[config.mk]
export PLATFORM = sky130hd
export DESIGN_NAME = meas_scheduler
export DESIGN_NICKNAME = d
export VERILOG_FILES = /design/src/rtl/meas_scheduler.sv
export SDC_FILE = /design/constraint.sdc
export NUM_CORES = 1
export LEC_CHECK = 0
export ABC_AREA = 1
export CORE_UTILIZATION = 55
export CTS_BUF_LIST = sky130_fd_sc_hd__clkbuf_8
export CTS_CLUSTER_SIZE = 16
export DETAILED_ROUTE_END_ITERATION = 12
export GPL_TIMING_DRIVEN = 0
export HOLD_SLACK_MARGIN = 0.1
export PLACE_DENSITY = 0.88
export SLEW_MARGIN = 10
export SYNTH_ARGS = -nofsm -noshare
export SYNTH_HDL_FRONTEND = slang
export SYNTH_SLANG_ARGS = --single-unit
export TNS_END_PERCENT = 50
[constraint.sdc]
create_clock -name clk -period 4.49 [get_ports clk]
set_input_delay 0.898 -clock clk [delete_from_list [all_inputs] [get_ports clk]]
set_output_delay 0.898 -clock clk [all_outputs]
set_load 0.005 [all_outputs]
[src/rtl/meas_scheduler.sv]
// Measurement scheduler for the shared ADC path.
// Runs one measurement cycle at a time: a frequency gate window, a wait for the
// frequency result, a duty-meter arm pulse, a wait for the duty result, and a
// hold gap. Each result is latched and announced with a one-cycle valid strobe.
// A phase that gets no result in time publishes 0 and raises a sticky error bit.
//
// Ports
//   clk, rst_n               clock, asynchronous active-low reset
//   enable                   level, auto-repeat measurement cycles
//   start                    pulse, request one cycle (taken only when idle)
//   err_clr                  pulse, clear sticky timeout flags
//   freq_gate                frequency meter counts while high
//   freq_done/freq_count_in  frequency result handshake and count
//   duty_start               pulse, arm the duty meter
//   duty_done/duty_in        duty result handshake and value (0.01 % units)
//   freq_data/freq_valid     latched frequency and its update strobe
//   duty_data/duty_valid     latched, clamped duty and its update strobe
//   busy                     high whenever a cycle is in progress
//   timeout_err              sticky [0] freq timeout, [1] duty timeout
module meas_scheduler #(
    parameter int unsigned GATE_CYCLES    = 10_000_000,
    parameter int unsigned TIMEOUT_CYCLES = 1_000_000,
    parameter int unsigned HOLD_CYCLES    = 100_000
) (
    input  logic        clk,
    input  logic        rst_n,
    input  logic        enable,
    input  logic        start,
    input  logic        err_clr,
    output logic        freq_gate,
    input  logic        freq_done,
    input  logic [31:0] freq_count_in,
    output logic        duty_start,
    input  logic        duty_done,
    input  logic [15:0] duty_in,
    output logic [31:0] freq_data,
    output logic        freq_valid,
    output logic [15:0] duty_data,
    output logic        duty_valid,
    output logic        busy,
    output logic [1:0]  timeout_err
);

    localparam int unsigned MAX_A   = (GATE_CYCLES > TIMEOUT_CYCLES) ? GATE_CYCLES : TIMEOUT_CYCLES;
    localparam int unsigned MAX_CYC = (MAX_A > HOLD_CYCLES) ? MAX_A : HOLD_CYCLES;
    localparam int unsigned CNT_W   = $clog2(MAX_CYC + 1);
    localparam int unsigned FREQ_W  = 32;
    localparam int unsigned DUTY_W  = 16;
    localparam logic [DUTY_W-1:0] DUTY_MAX = DUTY_W'(10000);

    typedef enum logic [2:0] {
        S_IDLE,
        S_GATE,
        S_F_WAIT,
        S_D_REQ,
        S_D_WAIT,
        S_HOLD
    } state_t;

    state_t              state, state_nx;
    logic [CNT_W-1:0]    cnt, cnt_nx;
    logic [FREQ_W-1:0]   freq_data_nx;
    logic [DUTY_W-1:0]   duty_data_nx;
    logic                freq_valid_nx, duty_valid_nx;
    logic [1:0]          err_set, err_nx;
    logic                freq_gate_nx, duty_start_nx, busy_nx;

    // State register
    always_ff @(posedge clk or negedge rst_n) begin
        if (!rst_n) state <= S_IDLE;
        else        state <= state_nx;
    end

    // Next state, phase counter and result capture; the counter reloads on every phase entry
    always_comb begin
        state_nx      = state;
        cnt_nx        = cnt;
        freq_data_nx  = freq_data;
        duty_data_nx  = duty_data;
        freq_valid_nx = 1'b0;
        duty_valid_nx = 1'b0;
        err_set       = 2'b00;

        case (state)
            S_IDLE: begin
                if (enable || start) begin
                    state_nx = S_GATE;
                    cnt_nx   = CNT_W'(GATE_CYCLES - 1);
                end
            end
            S_GATE: begin
                if (cnt == '0) begin
                    state_nx = S_F_WAIT;
                    cnt_nx   = CNT_W'(TIMEOUT_CYCLES - 1);
                end else begin
                    cnt_nx = cnt - CNT_W'(1);
                end
            end
            S_F_WAIT: begin
                // A result arriving on the expiry cycle takes priority over the timeout
                if (freq_done) begin
                    freq_data_nx  = freq_count_in;
                    freq_valid_nx = 1'b1;
                    state_nx      = S_D_REQ;
                end else if (cnt == '0) begin
                    freq_data_nx  = '0;
                    freq_valid_nx = 1'b1;
                    err_set[0]    = 1'b1;
                    state_nx      = S_D_REQ;
                end else begin
                    cnt_nx = cnt - CNT_W'(1);
                end
            end
            S_D_REQ: begin
                state_nx = S_D_WAIT;
                cnt_nx   = CNT_W'(TIMEOUT_CYCLES - 1);
            end
            S_D_WAIT: begin
                if (duty_done) begin
                    duty_data_nx  = (duty_in > DUTY_MAX) ? DUTY_MAX : duty_in;
                    duty_valid_nx = 1'b1;
                    state_nx      = S_HOLD;
                    cnt_nx        = CNT_W'(HOLD_CYCLES - 1);
                end else if (cnt == '0) begin
                    duty_data_nx  = '0;
                    duty_valid_nx = 1'b1;
                    err_set[1]    = 1'b1;
                    state_nx      = S_HOLD;
                    cnt_nx        = CNT_W'(HOLD_CYCLES - 1);
                end else begin
                    cnt_nx = cnt - CNT_W'(1);
                end
            end
            S_HOLD: begin
                if (cnt == '0) state_nx = S_IDLE;
                else           cnt_nx   = cnt - CNT_W'(1);
            end
            default: state_nx = S_IDLE;
        endcase

        // A timeout raised in the same cycle as err_clr survives the clear
        err_nx        = (err_clr ? 2'b00 : timeout_err) | err_set;
        freq_gate_nx  = (state_nx == S_GATE);
        duty_start_nx = (state_nx == S_D_REQ);
        busy_nx       = (state_nx != S_IDLE);
    end

    // Output and datapath registers; reset drops the gate and arm pulse immediately
    always_ff @(posedge clk or negedge rst_n) begin
        if (!rst_n) begin
            cnt         <= '0;
            freq_data   <= '0;
            duty_data   <= '0;
            freq_valid  <= 1'b0;
            duty_valid  <= 1'b0;
            timeout_err <= 2'b00;
            freq_gate   <= 1'b0;
            duty_start  <= 1'b0;
            busy        <= 1'b0;
        end else begin
            cnt         <= cnt_nx;
            freq_data   <= freq_data_nx;
            duty_data   <= duty_data_nx;
            freq_valid  <= freq_valid_nx;
            duty_valid  <= duty_valid_nx;
            timeout_err <= err_nx;
            freq_gate   <= freq_gate_nx;
            duty_start  <= duty_start_nx;
            busy        <= busy_nx;
        end
    end

endmodule
* Yosys cells after proc, flatten, opt, wreduce, memory -nomap -nowiden *
Index checks and enable logic that the tools add are counted.

storage, ports and cells
  output and inout bits = 55
  bits in registers = 82
  bits of input ports = 55

operators by class
  mux-type cells = 30
  add/subtract/negate cells = 1
  eq/ne operators = 9
  reduce and logical (&&, ||, !) cells = 10
  order comparisons = 1
  bitwise operators = 1

operator list
  kind                   number
  $mux 24                6
  $pmux 24 s6            1
  $mux 32                2
  $mux 16                3
  $logic_not 24->1       1
  $sub 24x1->24 const B  1
  $mux 3                 7
  $pmux 3 s6             1
  $gt 16x14->1 const B   1
  $eq 3x2->1 const B     3
  $mux 1                 9
  $eq 3x1->1 const B     2
  $eq 3x3->1 const B     2
  $reduce_bool 6->1      1
  $ne 2x2->1 const B     2
  $reduce_and 2->1       2
  $reduce_bool 2->1      2
  $logic_not 3->1        1
  $reduce_and 3->1       1
  $reduce_bool 3->1      1
  $mux 2                 1
  $or 2x2->2             1
  $logic_or 1x1->1       1

* Logic depth before layout (Yosys ltp) *
Gate-level depths: netlist of run 1.

  depth after elaboration = 5
  depth in mapped cells = 11

* Least setup slack after synthesis of run 1 *
Ideal clock, no wire load.

  kind = input to register
  start = in start
  end = reg cnt[10]
  data arrival time = 1.853 ns
  stages on the path = 8
  path buffers = 1
  path slack = 2.510 ns
  path through = or2_2 o21ai_0 nor2_2 nand2_2 inv_2 buf_6 nor2_1 a21oi_1

on the way
  cells in the longest elaborated chain, start to end = 3

ends and longest elaborated chain
  element                     RTL line  source
  start, declared             28        input logic start,
  $logic_or 1x1->1            86        if (enable || start) begin
  $ne 2x2->1 (no line)        n/a
  $reduce_and 3->1 (no line)  n/a
  end signal, assigned        161       cnt <= cnt_nx;
  end, declared               61        logic [CNT_W-1:0] cnt, cnt_nx;

Every way passes these cells.
A chain may end at the register's enable or synchronous reset.

* Final worst setup path of run 1 *
  start = in start
  end = reg cnt[15]

The elaborated chain is that of the path after synthesis.

==> results of run 1 <==
==> per-layer routing <==
metal  share of wire [%]  up-vias
li1                    -     2061
met1                  40     1997
met2                  48      150
met3                 8.1       32
met4                 3.2        0
met5                   0        -
==> logic make-up after synthesis <==
logic type	share of synthesized area [%]
xor gates and xnor gates	1.605
AOI/OAI and AO/OA	8.544
adders and majority gates	0.5733
buffers and inverters	9.289
and+or+nand+nor	32.97
DFF	47.02
==> state kept, by name, indices dropped and copies added, names as in the netlist <==
name / cells
timeout_err: 2
duty_data: 16
busy: 1
freq_gate: 1
freq_valid: 1
duty_start: 1
freq_data: 32
cnt: 24
state: 3
duty_valid: 1
==> where the power goes <==
| group | total, mW | internal (mW) | switching [mW] |
|---|---|---|---|
| Sequential | 0.949 | 0.849 | 0.100 |
| Clock | 0.541 | 0.256 | 0.285 |
| Combinational | 0.782 | 0.336 | 0.446 |
| Total | 2.27 | 1.44 | 0.831 |
==> stage by stage <==
step           utilization, %  total power [mW]
3_3_place_gp            72.62             1.701
6_report                75.47             2.272
5_1_grt                 75.47             2.412
3_5_place_dp            72.95             1.732
4_1_cts                 75.47             2.270
2_1_floorplan               -             1.426
==> path summary, 6_finish.rpt <==
kind | start | to | cells past startpoint
worst max-delay path | start | cnt[15]$_DFFE_PN0P_ | 9
worst min-delay path | rst_n | cnt[6]$_DFFE_PN0P_ | 1
worst max register to register | cnt[0]$_DFFE_PN0P_ | cnt[20]$_DFFE_PN0P_ | 11
worst min register to register | duty_data[2]$_DFFE_PN0P_ | duty_data[2]$_DFFE_PN0P_ | 2
max in group asynchronous | rst_n | freq_data[5]$_DFFE_PN0P_ | 2
min in group clk | duty_data[2]$_DFFE_PN0P_ | duty_data[2]$_DFFE_PN0P_ | 2
==> final cells by class <==
cell class                      instances  area [um^2]  area share [%]
Clock buffer                            9        123.9           2.135
Inverter                               87        326.6           5.629
Buffer                                 12        78.83           1.359
Sequential cell                        82         2052           35.37
Clock inverter                          7        70.07           1.208
Multi-Input combinational cell        404         1907           32.87
Timing Repair Buffer                  110         1116           19.24
Tap cell                              102        127.6           2.200
==> layout by cell type (no fill, tap or decap), types with 4 or more instances in the layout <==
| cell | n |
|---|---|
| dfrtp_1 | 82 |
| nand4_1 | 8 |
| nand3_1 | 38 |
| o21ai_1 | 32 |
| clkdlybuf4s50_1 | 108 |
| nand3b_1 | 5 |
| nand2_1 | 180 |
| xnor2_1 | 4 |
| nand2_2 | 7 |
| o21ai_0 | 10 |
| clkbuf_8 | 9 |
| a21oi_1 | 18 |
| nor2_2 | 10 |
| xor2_1 | 4 |
| inv_1 | 83 |
| inv_2 | 5 |
| nor2_1 | 64 |
| buf_4 | 5 |
==> worst register-to-register path: stages, from the launching register on <==
cell	delay, ps
dfrtp_1	390
inv_1	180
ha_1	240
nand2_1	140
nor2_2	340
nand3_1	170
nor2_1	160
nand2_1	70
nand3_1	70
nand2_1	50
nand2_1	60
inv_1	30
==> results.md, run 1 <==
- Outcome: complete, no violations
- Maximum vdd drop: 0.0002134 V
- H-tree depth: 3
- Synth Cell Area: 4364 um^2
- First DRT Iteration DRCs: 249
- CTS tree: built
- Critical path cell sequence: clkdlybuf4s50_1 > or2_2 > o21ai_0 > nor2_2 > nand2_2 > inv_2 > buf_6 > nor2_1 > a21oi_1
- Seq/Total Area, Yosys: 47.02%
- GR Util met1: 36.52%
- Post-CTS sizing: 0
- Rel. slew slack: 71.15%
- Setup WS pre-CTS: 1864 ps
- Synth top area share: 47.02%
- ANT cells: 0
- Slack of the critical path: 2215 ps
- Critical path peak fanout: 10
- Post-Route Skew: 9.680 ps
- Worst Setup Start Kind: primary input
- FFs w/ async S/R, synth: 100.0%
- Placed Cells incl. Taps: 797
- Commonest cells in the netlist: 180 x nand2_1, 82 x dfrtp_1, 82 x inv_1
- Fraction of layout cells with a size suffix above 1: 8.298%
- Crit Path Class: in -> reg
- Buffers & Inverters on Critical Path: 3
- Predominant post-synthesis flop cell: dfrtp_1
- Die Width: 91.08 um
- R2R setup slack: 2490 ps
- PortBufs: 109
- Worst EP arrival: 2520 ps
- Post-route cell area: 5802 um^2
- Max Cap Viol: 0
- Largest net degree at the start of global routing: 62
- Syn. warnings: 0
- IO Count: 110
- CTS clk-pin slew, worst paths: 90 ps
- Vias: 4,240
- Gr ovfl total: 0
- Syn_area_per_cell: 7.460 um^2
- Clock buffer depth: 2
- Clock sink count: 82
- Synth Instances: 585
- Max stage delay on crit path: 390 ps
- Row cnt: 32
- Max Clk Rate: 439.5 MHz
- CP delay by family, top: simple AND/OR/NAND/NOR gates
- Antenna-violating nets left: 0
- RSZ-0062 raised after global routing: false
- DRC viols: 0
- Slew @ Worst Pin: 432.8 ps
- Nets: 763
- Layer with the highest usage: met2
- Slowest stage cell on the critical path: clkdlybuf4s50_1
- Met2 Track Usage GR: 50.38%
- HP Class: in -> async
- Fillers: 556
- CTS Buf Count: 9
- First-pass GRT wire length: 19,800 um
- Final Cycle Share: 50.68%
- Minimum clock period: 2275 ps
- Die area: 8295 um^2
- Post-synth cell types: 31
- Avg WL per Cell: 14.29 um
- Pwr/cell area: 391.6 nW/um^2
- Post-CTS Setup Repair Bufs: 0
- Setup_tns: 0 ps
- Final Non-Filler Cells: 813
- EDFF count, synth: 0
- GRT Total Usage: 29.97%
- Net Count, Synth: 642
- Crit end category: flop
- Antenna violations before repair: 0
- Endpoints failing setup: 0
- Die Ht: 91.08 um
- Final WL: 11,620 um
- Fin. Hold Viols: 0
- Seq cells post-synth: 82
- Gpl congestion: 0.9313
- Average vias per placed instance: 5.215
- Clock latency on the worst-skew pair: 360 ps
- CTS Root Cell: clkbuf_8
- Number of global-route vias before repair: 4,357
- Final Slew Violations: 0
- Most numerous cell in the Yosys netlist: nand2_1
- Synth area leader: dfrtp_1
- GRT met3 Usage: 8.291%
- Initial Utilization: 56.77%
- Largest cells by area after synthesis: dfrtp_1 47%, nand2_1 15%, inv_1 7.1%, nor2_1 5.5%, nand3_1 4.4%
- Area after DPL: 5608 um^2
- Core Area: 7687 um^2
- Post-CTS Hold Buffers: 0
- Initial DRT Pass Iterations: 5
- Final hold slack: 414.6 ps
- P&R area growth vs syn: 32.94%
- Leakage power total: 2.821 nW
- Dpl hpwl: 8762 um
- Critical Path RT: 4730 ps
No activity file was read; power rests on OpenSTA's default activity.
==> inputs of run 2 (changes only) <==
- CORE_UTILIZATION: 55 -> 46
- PLACE_DENSITY: 0.88 -> 0.79
- clock period: 4.49 -> 2.08 ns (I/O delays scaled with it)
==> results.md, run 2 (synthesis results as in run 1) <==
- Maximum vdd drop: 0.0004188 V
- CTS Buf Count: 9
- Commonest non-fill, non-tap cell in the layout: nand2_1
- Flop pwr share: 41.9%
- Antenna violations before repair: 0
- Core Area: 9196 um^2
- Startpoint of the worst register-to-register path: cnt[0]$_DFFE_PN0P_
- Fin. Hold Viols: 0
- Die Ht: 99.41 um
- Logic pwr share: 34.6%
- CTS clk-pin slew, worst paths: 90 ps
- Post-Route Skew: 11.17 ps
- RSZ-0062 raised after global routing: false
- Dpl hpwl: 8395 um
- Vias: 4,170
- Antenna-violating nets left: 0
- Max FFs per register: 32
- Max Clk Rate: 523.8 MHz
- Endpoints failing setup: 0
- Die area: 9881 um^2
- Worst Setup Start Kind: flop
- Crit end category: flop
- Row cnt: 35
- ANT cells: 0
- Fraction of layout cells with a size suffix above 1: 8.427%
- First-pass GRT wire length: 18,810 um
- Internal power: 3.117 mW
- CTS tree: built
- Power share of the clock group: 23.4%
- Worst EP arrival: 2160 ps
- Area after DPL: 5619 um^2
- Nets: 764
- CP startpoint: cnt[0]$_DFFE_PN0P_
- CTS Root Cell: clkbuf_8
- Avg WL per Cell: 13.65 um
- Clock latency on the worst-skew pair: 350 ps
- Post-CTS Setup Repair Bufs: 0
- Final WL: 11,230 um
- Largest net degree at the start of global routing: 66
- Commonest non-fill, non-tap cells in the layout: 180 x nand2_1, 108 x clkdlybuf4s50_1, 83 x inv_1
- Number of global-route vias before repair: 4,143
- Crit Path Class: reg -> reg
- Leakage power total: 2.831 nW
- Final Cycle Share: 91.78%
- DRC viols: 0
- P&R area growth vs syn: 33.57%
- Final Slew Violations: 0
- First DRT Iteration DRCs: 257
- Clock buffer depth: 2
- Minimum clock period: 1909 ps
- Critical Path RT: 2330 ps
- Slew @ Worst Pin: 391.8 ps
- Setup_tns: 0 ps
- Largest Register: freq_data
- Switch share: 36.25%
- Top Registers: freq_data: 32 flops, cnt: 24 flops, duty_data: 16 flops
- H-tree depth: 3
- Critical path peak fanout: 10
- Die Width: 99.41 um
- Gpl congestion: 0.9286
- Initial Utilization: 47.46%
- Gr ovfl total: 0
- Max Cap Viol: 0
- Average vias per placed instance: 5.067
- NetSw: 1.772 mW
- Rel. slew slack: 73.88%
- GRT Total Usage: 24.09%
- Post-route cell area: 5829 um^2
- Pwr/cell area: 838.7 nW/um^2
- PortBufs: 109
- Clock sink count: 82
- HP Class: in -> async
- Outcome: complete, no violations
- Initial DRT Pass Iterations: 4
- Final Power: 4.889 mW
- IO Count: 110
[run 2: changes by cell type in the layout (fill, tap and decap cells not counted), sizes merged]
cell,change
clkinvlp,-2
dlygate4sd3,+1
clkinv,+2
[run 2: what timing repair did]
action | CTS | global route
hold buffers | 1 | 0
endpoints found under the setup margin | 0 | 4
endpoints found under the hold margin | 17 | 0
resized for setup | 0 | 2
[run 2: path summary, 6_finish.rpt]
check                                             to  slack, ps  cells past startpoint
min in group clk            duty_data[7]$_DFFE_PN0P_        490                      2
min                               cnt[6]$_DFFE_PN0P_        470                      2
min reg2reg                 duty_data[7]$_DFFE_PN0P_        490                      2
max                        duty_data[11]$_DFFE_PN0P_        170                     10
max in group asynchronous        cnt[16]$_DFFE_PN0P_       1020                      3
max reg2reg                duty_data[11]$_DFFE_PN0P_        170                     10
[run 2: metal layers]
layer  share of wire, %  up-vias  global-route usage [%]  routed length, um
met4                2.1        0                   8.710                237
li1                   -     2069                       -                  -
met2                 48      135                   39.85               5381
met3                7.6       22                   7.660                854
met5                  0        -                       0                  0
met1                 42     1944                   29.63               4758
[run 2: layout make-up]
type | instances | area, um^2
plain buffers | 12 | 78.83
clock buffers | 9 | 123.9
clock inverters | 7 | 68.82
fillers | 800 | 3367
inverters | 87 | 326.6
multi-input cells | 404 | 1914
flip-flops and latches | 82 | 2052
well taps | 111 | 138.9
repair buffers | 111 | 1126
[run 2: critical path, stage by stage, from the launching register on]
cell,delay (ps)
dfrtp_1,380
inv_1,170
ha_2,240
nand2_1,60
nor2_1,200
nand3_4,180
nand2_2,130
nand2_4,100
buf_2,210
nand2_1,90
nand2_1,50
[run 2: per-stage QoR]
stage	hold WS, ps	cells	util, %	worst slack (ps)
5_1_grt	488.0	823	63.39	15.24
2_1_floorplan	120.4	585	-	479.2
4_1_cts	466.9	823	63.31	118.5
3_5_place_dp	313.5	806	61.10	-37.84
6_report	471.2	823	63.39	171.0
3_3_place_gp	464.0	805	60.83	-2337
[run 2: power groups by stage]
stage / clock network (mW) / logic [mW] / registers [mW]
after floorplan: 0 / 1.04 / 2.04
after global placement: 0 / 1.61 / 2.06
after detailed placement: 0 / 1.66 / 2.07
after CTS: 1.17 / 1.68 / 2.05
after global routing: 1.25 / 1.91 / 2.08
final: 1.15 / 1.69 / 2.05
